===== config.mk =====
export PLATFORM = sky130hd
export DESIGN_NAME = reg_file_sb
export DESIGN_NICKNAME = d
export VERILOG_FILES = /design/src/rtl/reg_file_sb.sv
export SDC_FILE = /design/constraint.sdc
export NUM_CORES = 2
export LEC_CHECK = 0
export CELL_PAD_IN_SITES_DETAIL_PLACEMENT = 1
export CELL_PAD_IN_SITES_GLOBAL_PLACEMENT = 1
export CORE_MARGIN = 2
export CORE_UTILIZATION = 40
export DETAILED_ROUTE_END_ITERATION = 10
export HOLD_SLACK_MARGIN = 0.05
export PLACE_DENSITY = 0.73
export SYNTH_ARGS = -nofsm -noshare
export SYNTH_HDL_FRONTEND = slang
export SYNTH_SLANG_ARGS = --single-unit

===== constraint.sdc =====
create_clock -name clk -period 145.4 [get_ports clk]
set_input_delay 36.35 -clock clk [delete_from_list [all_inputs] [get_ports clk]]
set_output_delay 36.35 -clock clk [all_outputs]
set_load 0.1 [all_outputs]

===== src/rtl/reg_file_sb.sv =====
// reg_file_sb
// Integer register file with a pending-write scoreboard for the RISC-V core.
// Two combinational read ports, one synchronous write port, optional
// same-cycle write-to-read bypass. x0 always reads as zero and is never
// pending.
//
// Ports:
//   clk       clock; all state updates on posedge
//   rst       asynchronous active-high reset (regs, pend bits, pend_cnt)
//   a1, a2    read addresses
//   rd1, rd2  read data
//   busy1/2   register at a1/a2 has a write outstanding
//   we3       writeback enable
//   a3, wd3   writeback address and data
//   iss_v     issue of an instruction that writes iss_rd
//   iss_rd    destination register of the issuing instruction
//   pend_cnt  registered number of pending registers
module reg_file_sb #(
    parameter int          XLEN   = 32,
    parameter int unsigned NREGS  = 32,
    parameter int          AW     = $clog2(NREGS),
    parameter bit          BYPASS = 1'b1
) (
    input  logic            clk,
    input  logic            rst,
    input  logic [AW-1:0]   a1,
    input  logic [AW-1:0]   a2,
    output logic [XLEN-1:0] rd1,
    output logic [XLEN-1:0] rd2,
    output logic            busy1,
    output logic            busy2,
    input  logic            we3,
    input  logic [AW-1:0]   a3,
    input  logic [XLEN-1:0] wd3,
    input  logic            iss_v,
    input  logic [AW-1:0]   iss_rd,
    output logic [AW:0]     pend_cnt
);

    logic [XLEN-1:0]  regs [NREGS];
    logic [NREGS-1:0] pend;
    logic [NREGS-1:0] pend_set;
    logic [NREGS-1:0] pend_clr;
    logic             cnt_inc;
    logic             cnt_dec;

    // One-hot set/clear masks; x0 never participates.
    always_comb begin
        pend_set = '0;
        pend_clr = '0;
        if (iss_v && iss_rd != '0)
            pend_set[iss_rd] = 1'b1;
        if (we3 && a3 != '0)
            pend_clr[a3] = 1'b1;
    end

    // Count moves by at most +1 (new issue to an idle register) and -1
    // (writeback of a pending register not re-issued this cycle).
    assign cnt_inc = |(pend_set & ~pend);
    assign cnt_dec = |(pend_clr & pend & ~pend_set);

    always_ff @(posedge clk or posedge rst) begin
        if (rst) begin
            pend     <= '0;
            pend_cnt <= '0;
            for (int unsigned i = 0; i < NREGS; i++)
                regs[i] <= '0;
        end else begin
            // Set wins over clear on the same register.
            pend     <= (pend & ~pend_clr) | pend_set;
            pend_cnt <= pend_cnt + {{AW{1'b0}}, cnt_inc} - {{AW{1'b0}}, cnt_dec};
            if (we3 && a3 != '0)
                regs[a3] <= wd3;
        end
    end

    // Read port 1. A bypassed write retires the old instruction, so busy only
    // stays up if the same register is re-issued in this cycle.
    always_comb begin
        rd1   = '0;
        busy1 = 1'b0;
        if (!rst && a1 != '0) begin
            if (BYPASS && we3 && a3 == a1) begin
                rd1   = wd3;
                busy1 = iss_v && (iss_rd == a1);
            end else begin
                rd1   = regs[a1];
                busy1 = pend[a1];
            end
        end
    end

    // Read port 2, same rules as port 1.
    always_comb begin
        rd2   = '0;
        busy2 = 1'b0;
        if (!rst && a2 != '0) begin
            if (BYPASS && we3 && a3 == a2) begin
                rd2   = wd3;
                busy2 = iss_v && (iss_rd == a2);
            end else begin
                rd2   = regs[a2];
                busy2 = pend[a2];
            end
        end
    end

endmodule


Word level (Yosys, flattened, before mapping) --
Cells that the tools add are included.
Word-level totals: register bits 1062, input port bits 56, output and inout port bits 72
Cells by class: $add $sub $neg 2, order comparisons 10, equality and inequality tests 4, multiplexer cells 27, bitwise logic cells 11, reduce and logical (&&, ||, !) cells 18
Operators by type and width (count):
- bitwise mux 1024 bit | 1
- 2-to-1 mux 32 bit | 11
- binary-select mux 32 bit (select 5 bit) | 2
- demux 32 bit (select 5 bit) | 1
- bitwise AND 32 bit | 4
- inverter 32 bit | 3
- OR reduction 32 bit | 2
- bitwise OR 32 bit | 1
- less-than comparator 5 x 6 -> 1 bit (second input constant) | 4
- == test 5 bit | 4
- nonzero test 5 bit | 4
- greater-or-equal comparator 6 bit (second input constant) | 3
- inverter 5 -> 6 bit | 3
- logical AND 1 bit | 11
- binary-select mux 1 bit (select 5 bit) | 2
- demux 1 bit (select 5 bit) | 2
- greater-or-equal comparator 5 x 1 -> 1 bit (second input constant) | 2
- 2-to-1 mux 1 bit | 8
- adder 6 x 1 -> 6 bit | 1
- less-than comparator 6 x 1 -> 1 bit (second input constant) | 1
- subtractor 6 x 1 -> 6 bit | 1
- zero test 1 bit | 1

Depth between registers and ports, before layout --
word-level depth 9, mapped depth 15

Least setup slack after synthesis --
No wires, ideal clock.
kind input to output, from input port rst, to output port rd1[10], arrival time 63.940 ns, setup slack 45.110 ns, cell stages on the path 5, cell sequence inv_1 -> o211ai_1 -> clkbuf_1 -> a21oi_1 -> a211o_1
Between the ends: cells in the longest elaborated chain, start to end 3
Ends and longest elaborated chain:
- start, declared | RTL line 25 | input logic rst,
- zero test 1 bit | RTL line 82 | if (!rst && a1 != '0) begin
- logical AND 1 bit | RTL line 82
- 2-to-1 mux 32 bit | RTL line 82
- end, declared | RTL line 28 | output logic [XLEN-1:0] rd1,
Every way passes these cells.

Worst setup path after layout --
from input port a2[0], to output port rd2[24]
Between the ends: cells in the longest elaborated chain, start to end 6, elaborated cells between the ends (all ways) 10, those cells by class eq/ne (1); mux (5); bitwise (1); reduce/logical (3)
Ends and longest elaborated chain:
- start, declared | RTL line 27 | input logic [AW-1:0] a2,
- inverter 5 -> 6 bit (implied by the code) | RTL line 102 | rd2 = regs[a2];
- binary-select mux 32 bit (select 5 bit) | RTL line 102
- 2-to-1 mux 32 bit (implied by the code) (2 in series) | RTL line 102
- 2-to-1 mux 32 bit | RTL line 98 | if (BYPASS && we3 && a3 == a2) begin
- 2-to-1 mux 32 bit (*) | RTL line 97 | if (!rst && a2 != '0) begin
- end, declared | RTL line 29 | output logic [XLEN-1:0] rd2,
Mark *: on every way between the ends. The rest lies on a longest branch, timed or not. The select of a mux whose other input is x is not followed.

==> out/metrics.cfg <==
[detailed_routing]
drc = 0
wl_per_cell_um = 34.0
antenna_left = 0
vias_per_cell = 6.64
vias = 41300
wl_mm = 211
dr.pass1.iters = 6
drtIter0Drc = 3973

[sta]
rsz0062_at_grt = false
slew_headroom = 0.136
finalSetupViolCount = 0
final.setup.tns_ps = 0
fin_crit_sh = 0.540
hold_viol = 0
maxSlewViolCount = 0
fmax_mhz = 12.7
skew_ps = 10.9
fin_crit_ps = 78550
tightest_slew_ps = 1290

[worst_setup_path]
reg2reg_depth = 12
cp_max_fo = 115
r2r_setup_slack_ps = 142240
critPathCaptureType = output pin
crit_arrival_ps = 42200
crit_type = in -> out
worstReg2RegEnd = pend_cnt[4]
reg2reg_from = pend[2]
critical_path_required_ps = 109050
critPathLaunch = a2[0]
cp-start-kind = input port

[worst_hold_path]
min_from = regs[1022]
worstHoldPathCells = 0
min_to = regs[1022]
hold_path.class = reg -> reg

[grt]
grt_pass1_vias = 43900
antenna_found_initial = 5
grt_max_degree = 173
grt_pass1_wl_mm = 310
gr-total-overflow = 0
grt_use_total = 0.284

[clock_tree]
cts_tree = built
htreeDepth = 3
clk_pin_slew_ps = 60
cts_buffers = 114
clk_path_buf_depth = 3
cts_hold_buf = 0
cts_resized = 0
postCtsSetupBuffers = 0
clock_latency_ps = 760
cts_sinks = 1062
cts_root_buf = clkbuf_16

[synthesis]
synth_nets = 4417
synthFlopType = dfrtp_1
synth-async-reset-ratio = 1.00
syn_avg_cell_area_um2 = 13.4
synth_seq_area_share = 0.455
synth.cell_area_mm2 = 0.0585
synth.distinct_cells = 72
synthCells = 4354
synth_edf_count = 0
ys_ff_latch = 1062
synth_warnings = 0

[die]
die_x_um = 386
die_h_um = 386
io-pin-count = 128
initial_utilization = 0.402
die_area_mm2 = 0.149
fp.coreArea_mm2 = 0.145
row_count = 140

[placed_design]
dp_hpwl_mm = 115
placed_cells = 6012
io_buffers = 127
place_area_mm2 = 0.0609
place_congestion = 0.837

[power]
irDropWorstVdd_uv = 11.7
power_density_mw_per_mm2 = 14.0
power.leakage_nw = 28.4

[layout]
layout.nets = 4274
final_cells = 6223
multi_input_area_mm2 = 0.0297
syn2layout_area_growth_pct = 10.7
drive_gt1_frac = 0.387
regArea_mm2 = 0.0266
stdcell_area_mm2 = 0.0647
fillers = 14700

[run_status]
status = complete, no violations

[flow_run]
maxCapViolations = 0

## final cells by class
cell class | count | area share
Multi-Input combinational cell | 2783 | 0.459
Sequential cell | 1062 | 0.411
Clock buffer | 167 | 0.0517
Tap cell | 1917 | 0.0371
Timing Repair Buffer | 232 | 0.0332
Clock inverter | 40 | 0.00659
Inverter | 18 | 0.00118
Antenna cell | 4 | 0.000155
## cells in the mapped netlist (4+ instances only)
master,n,share of area
dfrtp_1,1062,0.45
mux2_2,932,0.18
mux4_2,376,0.14
mux2i_1,330,0.057
nand2_1,273,0.018
clkbuf_1,271,0.017
buf_2,137,0.012
a221oi_1,132,0.020
o21ai_0,108,0.0092
a21oi_1,81,0.0069
a22oi_1,75,0.0096
a211oi_1,56,0.0072
a211o_1,43,0.0064
o22ai_1,39,0.0042
buf_4,34,0.0044
nor2b_1,32,0.0034
nand3_1,30,0.0026
nor3_1,27,0.0023
o21bai_1,27,0.0035
buf_6,24,0.0046
nand2b_1,21,0.0022
nor2_1,21,0.0013
a22o_1,19,0.0028
buf_1,19,0.0012
inv_1,17,0.0011
xnor2_1,13,0.0019
nand4_1,12,0.0013
o2111a_1,12,0.0023
xor2_1,12,0.0018
a31oi_1,11,0.0012
nor4_1,8,0.00086
o2111ai_1,8,0.0012
o2bb2ai_1,7,0.0010
ha_1,6,0.0013
mux2_1,6,0.0012
o22a_1,5,0.00075
a221o_1,4,0.00068
nand4b_1,4,0.00060
## kinds of logic (layout without fill, tap and decap cells)
logic type,Yosys count,count (layout),share of synthesized area
adders and majority gates,7,7,0.00163
and+or+nand+nor,460,460,0.0367
DFF,1062,1062,0.455
buffers and inverters,509,457,0.0414
AOI/OAI and AO/OA,647,647,0.0799
other,0,4,0
xor gates and xnor gates,25,25,0.00375
muxes,1644,1644,0.382
## placed cells by master, fill, tap and decap left out, types with 14 or more instances in the layout
master and instances:
a211o_1 43, a211oi_1 56, a21oi_1 80, a221oi_1 132, a22o_1 19, a22oi_1 75, buf_4 102, clkbuf_1 26
clkbuf_16 116, clkbuf_8 27, clkdlybuf4s50_1 119, clkinv_2 24, dfrtp_1 1062, inv_1 14, mux2_2 932, mux2i_1 330
mux4_2 376, nand2_1 245, nand2_2 14, nand2_4 14, nand2b_1 21, nand3_1 30, nor2b_1 29, nor3_1 27
o21ai_0 108, o21bai_1 27, o22ai_1 39
## where the power goes
group / switching, W / internal, W
Clock: 0.000128 / 0.000171
Sequential: 0.0000464 / 0.000353
Combinational: 0.000103 / 0.000105
## per-layer routing
layer,GRT usage,vias up,wire length (um)
met5,0,-,7
met4,0.156,2,12800
met3,0.0449,621,14900
met2,0.452,1925,98700
met1,0.371,22400,85000
li1,-,16400,-
## sequential cells by signal (all words and copies together), names as in the netlist
name and flops:
pend_cnt 6, regs 1024, pend 32
## stage by stage
stage | worst slack, ps | utilization | hold WS, ps | power [W]
after floorplan | 45110 | - | 439 | 0.000551
after global placement | 66930 | 0.419 | 376 | 0.000596
after detailed placement | 66900 | 0.419 | 386 | 0.000608
after CTS | 66880 | 0.445 | 400 | 0.000907
after global routing | 66600 | 0.445 | 406 | 0.000941
final | 66850 | 0.445 | 396 | 0.000906
## critical path, cell delays in order
cell	delay (ps)
buf_8	550
buf_4	880
buf_12	790
buf_4	830
mux4_2	380
o22ai_1	90
o21ai_0	570
o2111a_1	370
clkdlybuf4s50_1	1160
## worst max-delay path by stage
| stage | depth (start not counted) | to | slack (ps) |
|---|---|---|---|
| after floorplan | 5 | rd1[10] | 45110 |
| after global placement | 10 | rd2[21] | 66930 |
| after detailed placement | 10 | rd2[21] | 66900 |
| after CTS | 10 | rd2[21] | 66880 |
| after global routing | 10 | rd2[20] | 66600 |
| final | 9 | rd2[24] | 66850 |
Power figures use the tool's default switching activity.
